**src/rtl/countdown_sequencer_if.sv**
```systemverilog
// Control/status bundle between host logic and countdown_sequencer.
// The host drives load_val/start/pause/abort and observes the count, busy,
// done and the FSM state.
interface countdown_sequencer_if #(
  parameter int WIDTH = 4
);
  logic [WIDTH-1:0] load_val;
  logic             start;
  logic             pause;
  logic             abort;
  logic [WIDTH-1:0] q;
  logic             busy;
  logic             done;
  logic [1:0]       state;

  modport master (
    output load_val, start, pause, abort,
    input  q, busy, done, state
  );

  modport slave (
    input  load_val, start, pause, abort,
    output q, busy, done, state
  );
endinterface

```
**src/rtl/countdown_sequencer.sv**
```systemverilog
// countdown_sequencer: sequences a synchronous down counter with optional
// prescaler. Start loads the count and runs, pause holds it, abort returns
// to IDLE, and done pulses for one cycle on the terminal count.
// Optional feature: define COUNTDOWN_AUTO_RELOAD_EN for periodic mode, where
// the terminal tick reloads the last start value and stays in RUN.
module countdown_sequencer #(
  parameter int WIDTH    = 4,
  parameter int PRESCALE = 1
) (
  input  logic                  clk,
  input  logic                  reset,
  countdown_sequencer_if.slave  bus
);

  // Prescaler is at least one bit wide even when PRESCALE==1 (always 0 then).
  localparam int PW = (PRESCALE > 1) ? $clog2(PRESCALE) : 1;
  localparam logic [PW-1:0] PS_LAST = PW'(PRESCALE - 1);

  typedef enum logic [1:0] {
    ST_IDLE   = 2'd0,
    ST_RUN    = 2'd1,
    ST_PAUSED = 2'd2,
    ST_DONE   = 2'd3
  } state_t;

  state_t           r_state;
  logic [WIDTH-1:0] r_q;
  logic             r_busy;
  logic             r_done;
  logic [PW-1:0]    r_presc;
  logic [WIDTH-1:0] r_reload;

  state_t           w_state_next;
  logic [WIDTH-1:0] w_q_next;
  logic             w_busy_next;
  logic             w_done_next;
  logic [PW-1:0]    w_presc_next;
  logic [WIDTH-1:0] w_reload_next;
  logic             w_tick;

  // A decrement happens only when the prescaler has reached its last phase.
  assign w_tick = (r_presc == PS_LAST);

  // Next-state and datapath: abort beats start, start beats pause, pause beats tick.
  always_comb begin
    w_state_next  = r_state;
    w_q_next      = r_q;
    w_done_next   = 1'b0;
    w_presc_next  = r_presc;
    w_reload_next = r_reload;

    if (bus.abort) begin
      w_state_next = ST_IDLE;
      w_q_next     = '0;
      w_presc_next = '0;
    end else if (bus.start) begin
      w_reload_next = bus.load_val;
      w_presc_next  = '0;
      if (bus.load_val == '0) begin
        // Nothing to count: complete immediately.
        w_state_next = ST_DONE;
        w_q_next     = '0;
        w_done_next  = 1'b1;
      end else begin
        w_state_next = ST_RUN;
        w_q_next     = bus.load_val;
      end
    end else begin
      case (r_state)
        ST_IDLE: begin
          w_q_next = '0;
        end
        ST_RUN: begin
          if (bus.pause) begin
            // Entering PAUSED consumes this edge; prescaler holds its phase.
            w_state_next = ST_PAUSED;
          end else if (w_tick) begin
            w_presc_next = '0;
            if (r_q <= WIDTH'(1)) begin
              // Terminal tick; the <= also keeps q from ever wrapping below 0.
              w_done_next = 1'b1;
`ifdef COUNTDOWN_AUTO_RELOAD_EN
              w_q_next = r_reload;
`else
              w_q_next     = '0;
              w_state_next = ST_DONE;
`endif
            end else begin
              w_q_next = r_q - 1'b1;
            end
          end else begin
            w_presc_next = r_presc + 1'b1;
          end
        end
        ST_PAUSED: begin
          if (!bus.pause) begin
            w_state_next = ST_RUN;
          end
        end
        ST_DONE: begin
          w_q_next = '0;
        end
        default: begin
          w_state_next = ST_IDLE;
          w_q_next     = '0;
          w_presc_next = '0;
        end
      endcase
    end

    w_busy_next = (w_state_next == ST_RUN) || (w_state_next == ST_PAUSED);
  end

  // State, count, status and prescaler registers with synchronous reset.
  always_ff @(posedge clk) begin
    if (reset) begin
      r_state  <= ST_IDLE;
      r_q      <= '0;
      r_busy   <= 1'b0;
      r_done   <= 1'b0;
      r_presc  <= '0;
      r_reload <= '0;
    end else begin
      r_state  <= w_state_next;
      r_q      <= w_q_next;
      r_busy   <= w_busy_next;
      r_done   <= w_done_next;
      r_presc  <= w_presc_next;
      r_reload <= w_reload_next;
    end
  end

  assign bus.q     = r_q;
  assign bus.busy  = r_busy;
  assign bus.done  = r_done;
  assign bus.state = r_state;

endmodule
```
**src/flat_wrapper.sv**
```systemverilog
// flat-port wrapper written by rule: the top's interface ports become plain ports
module countdown_sequencer_flat 
#(
  parameter int WIDTH    = 4,
  parameter int PRESCALE = 1
)
  (clk, reset, bus_load_val, bus_start, bus_pause, bus_abort, bus_q, bus_busy, bus_done, bus_state);
  countdown_sequencer_if #(.WIDTH(WIDTH)) bus_i ();
  input  logic clk;
  input  logic reset;
  input wire logic [$bits(bus_i.load_val)-1:0] bus_load_val;
  input wire logic [$bits(bus_i.start)-1:0] bus_start;
  input wire logic [$bits(bus_i.pause)-1:0] bus_pause;
  input wire logic [$bits(bus_i.abort)-1:0] bus_abort;
  output wire logic [$bits(bus_i.q)-1:0] bus_q;
  output wire logic [$bits(bus_i.busy)-1:0] bus_busy;
  output wire logic [$bits(bus_i.done)-1:0] bus_done;
  output wire logic [$bits(bus_i.state)-1:0] bus_state;
  assign bus_i.load_val = bus_load_val;
  assign bus_i.start = bus_start;
  assign bus_i.pause = bus_pause;
  assign bus_i.abort = bus_abort;
  assign bus_q = bus_i.q;
  assign bus_busy = bus_i.busy;
  assign bus_done = bus_i.done;
  assign bus_state = bus_i.state;
  countdown_sequencer #(.WIDTH(WIDTH), .PRESCALE(PRESCALE)) u_core (.clk(clk), .reset(reset), .bus(bus_i));
endmodule
```
**config.mk**
```make
export PLATFORM = sky130hd
export DESIGN_NAME = countdown_sequencer_flat
export DESIGN_NICKNAME = d
export VERILOG_FILES = /design/src/rtl/countdown_sequencer_if.sv /design/src/rtl/countdown_sequencer.sv /design/src/flat_wrapper.sv
export SDC_FILE = /design/constraint.sdc
export NUM_CORES = 1
export LEC_CHECK = 0
export BUFFER_PORTS_ARGS = -buffer_cell sky130_fd_sc_hd__buf_2
export CAP_MARGIN = 25
export CORE_AREA = 2 2 39 41
export CTS_BUF_LIST = sky130_fd_sc_hd__clkbuf_8
export DETAILED_ROUTE_END_ITERATION = 12
export DIE_AREA = 0 0 41 43
export GPL_TIMING_DRIVEN = 0
export PLACE_DENSITY = 0.65
export SLEW_MARGIN = 0
export SYNTH_ARGS = -nofsm -noshare
export SYNTH_HDL_FRONTEND = slang
export SYNTH_SLANG_ARGS = --single-unit
```
**constraint.sdc**
```tcl
create_clock -name clk -period 1.6 [get_ports clk]
set_input_delay 0.16 -clock clk [delete_from_list [all_inputs] [get_ports clk]]
set_output_delay 0.16 -clock clk [all_outputs]
set_load 0.005 [all_outputs]
```
==> results_dict.tcl <==
set metrics [dict create \
    status "finished, final reports clean" \
    tightest_slew_ns 0.319 \
    ys_types 25 \
    hold_viol 0 \
    cp_cell_sequence "inv_1 -> ha_4 -> a21oi_1 -> o22a_1 -> o31a_1 -> xnor2_1 -> nor2_1" \
    cts_buffers 3 \
    post_cts_buffers 0 \
    critPathArrivalTime_ns 1.66 \
    die_x_um 41 \
    stdcell_area_um2 672 \
    initial_utilization_pct 36.3 \
    drive_gt1_share_pct 34.9 \
    end_kind "register" \
    layout_common_cells "buf_2 (16), nor2_1 (11), o21ai_0 (6)" \
    critPathKind "reg2reg" \
    ant_nets 0 \
    drt_first_pass_iters 3 \
    viasPerCell 5.12 \
    fmax_ghz 0.643 \
    grt_pass1_vias 433 \
    vias 507 \
    rsz0062_at_grt "true" \
    worstSkewPairLatency_ns 0.22 \
    ir_drop_v 0.000557 \
    synth_area_um2 503 \
    row_count 14 \
    htreeDepth 1 \
    die_area_um2 1760 \
    diodes 0 \
    final_nets 98 \
    slew_headroom_pct 78.7 \
    finalClockSkew_ns 0.00214 \
    ys.warnings.count 0 \
    coreArea_um2 1380 \
    fin_crit_sh_pct 97.2 \
    path_max_fanout 6 \
    wire_per_inst_um 10.4 \
    grt_max_degree 11 \
    whs_ns 0.263 \
    slowest_delay_ns 0.35 \
    grt_first_pass_wirelength_mm 1.57 \
    ctsLongestPathBuffers 2 \
    crit_buf_inv 1 \
    slowest_stage "dfxtp_2" \
    hpwl_um 826 \
    fin_crit_ns 1.55 \
    areaGrowthSynthToFinish_pct 33.6 \
    die_h_um 43 \
    yosysSeqAreaShare_pct 31.8 \
    synthesis.nets 78 \
    path_clk_slew_ns 0.04 \
    gp_congestion 0.762 \
    io-pin-count 17 \
    finalPower_mw 0.545 \
    grt_usage_pct 13.1 \
    tritoncts "done" \
    setup-tns-final_ns 0 \
    synth_area_per_cell_um2 7.74 \
    portBuffers 15 \
    drc 0 \
    cp_top_family "compound AO/OA/AOI/OAI gates" \
    ys_ff_latch 8 \
    cts.sinks 8 \
    leakagePower_nw 0.282 \
    antenna_found_initial 0 \
    gr-total-overflow 0 \
    finalSetupViolCount 0 \
    final_common_cell "buf_2" \
    drt_wl_total_mm 1.03 \
    placed_cell_area_um2 598 \
    hold_class "in2reg" \
    synth_cells 65 \
    cts_root_buf "clkbuf_8" \
    drv_cap 0 \
    drv_slew 0 \
    powerDensity_nw_per_um2 811 \
    drt_iter0_drc 6 \
    crit_required_ns 1.70 \
    start_kind "register" \
]
-- synthesized netlist by cell type --
library cell | number | area [um^2]
a211o_1 | 1 | 8.76
a21oi_1 | 2 | 10.0
a21oi_2 | 1 | 8.76
a22oi_1 | 2 | 15.0
buf_2 | 1 | 5.00
clkbuf_1 | 1 | 3.75
dfxtp_1 | 8 | 160
ha_1 | 4 | 50.1
inv_1 | 5 | 18.8
nand2_1 | 5 | 18.8
nand2b_1 | 2 | 12.5
nand3b_1 | 1 | 7.51
nor2_1 | 12 | 45.0
nor2b_1 | 1 | 6.26
nor3_1 | 2 | 10.0
nor4_1 | 1 | 6.26
o211ai_1 | 2 | 15.0
o21ai_0 | 6 | 30.0
o22a_1 | 1 | 8.76
o31a_1 | 2 | 17.5
o31ai_1 | 1 | 7.51
o31ai_2 | 1 | 12.5
o32a_1 | 1 | 10.0
or2_2 | 1 | 6.26
xnor2_1 | 1 | 8.76
-- worst reg2reg max path, cell delays in order (launching register included) --
cell	delay, ns
dfxtp_2	0.35
inv_1	0.08
ha_4	0.29
a21oi_1	0.05
o22a_1	0.17
o31a_1	0.27
xnor2_1	0.17
nor2_1	0.05
-- cell type report --
cell class | count | area [um^2]
Buffer | 2 | 8.76
Clock buffer | 3 | 41.3
Fill cell | 135 | 712
Inverter | 5 | 18.8
Multi-Input combinational cell | 50 | 344
Sequential cell | 8 | 164
Tap cell | 16 | 20.0
Timing Repair Buffer | 15 | 75.1
-- final timing paths --
kind | startpoint | endpoint | slack [ns] | cells past startpoint
max | u_core.bus.state[0] | u_core.bus.busy | 0.05 | 7
min | bus_load_val[2] | u_core.bus.done | 0.26 | 4
max reg2reg | u_core.bus.state[0] | u_core.bus.busy | 0.05 | 7
min reg2reg | u_core.bus.q[0] | u_core.bus.q[0] | 0.58 | 2
-- through the flow --
stage               utilization, %  std cells  setup slack, ns
finish                        48.6         99           0.0455
global route                  48.6         99          -0.0142
CTS                           47.3         99        0.0000353
detailed placement            43.2         96          -0.0502
global placement              43.2         96          -0.0587
floorplan                        -         65           0.0407
-- flip-flops by register name, indices dropped and copies added, names as in the netlist --
signal and flops:
u_core.bus.busy 1, u_core.bus.state 2, u_core.bus.done 1, u_core.bus.q 4
-- metal layers --
metal | vias to the layer above | part of all wire [%] | track usage (%)
met4 | 0 | 0 | 4.00
met3 | 0 | 4.3 | 6.28
met1 | 228 | 47 | 14.3
met5 | - | 0 | 0
li1 | 266 | - | -
met2 | 13 | 49 | 21.3
-- logic make-up (layout without fill, tap and decap cells) --
group | count (synthesis) | after routing | share of synthesized area, %
and+or+nand+nor | 25 | 25 | 22.4
xor gates and xnor gates | 1 | 1 | 1.74
adders and majority gates | 4 | 4 | 9.95
AOI/OAI and AO/OA | 20 | 20 | 28.6
buffers and inverters | 7 | 25 | 5.47
DFF | 8 | 8 | 31.8
-- repair_timing --
item | 4_1_cts | 5_1_grt
setup endpoints to repair | 2 | 5
pin swaps | 0 | 1
resized for setup | 3 | 5
hold buffers | 0 | 0
-- power by group --
group          switching, mW  internal [mW]
clock network         0.0696          0.162
registers            0.00865          0.209
logic                 0.0499         0.0459
total                  0.128          0.417
Power figures use the tool's default switching activity.
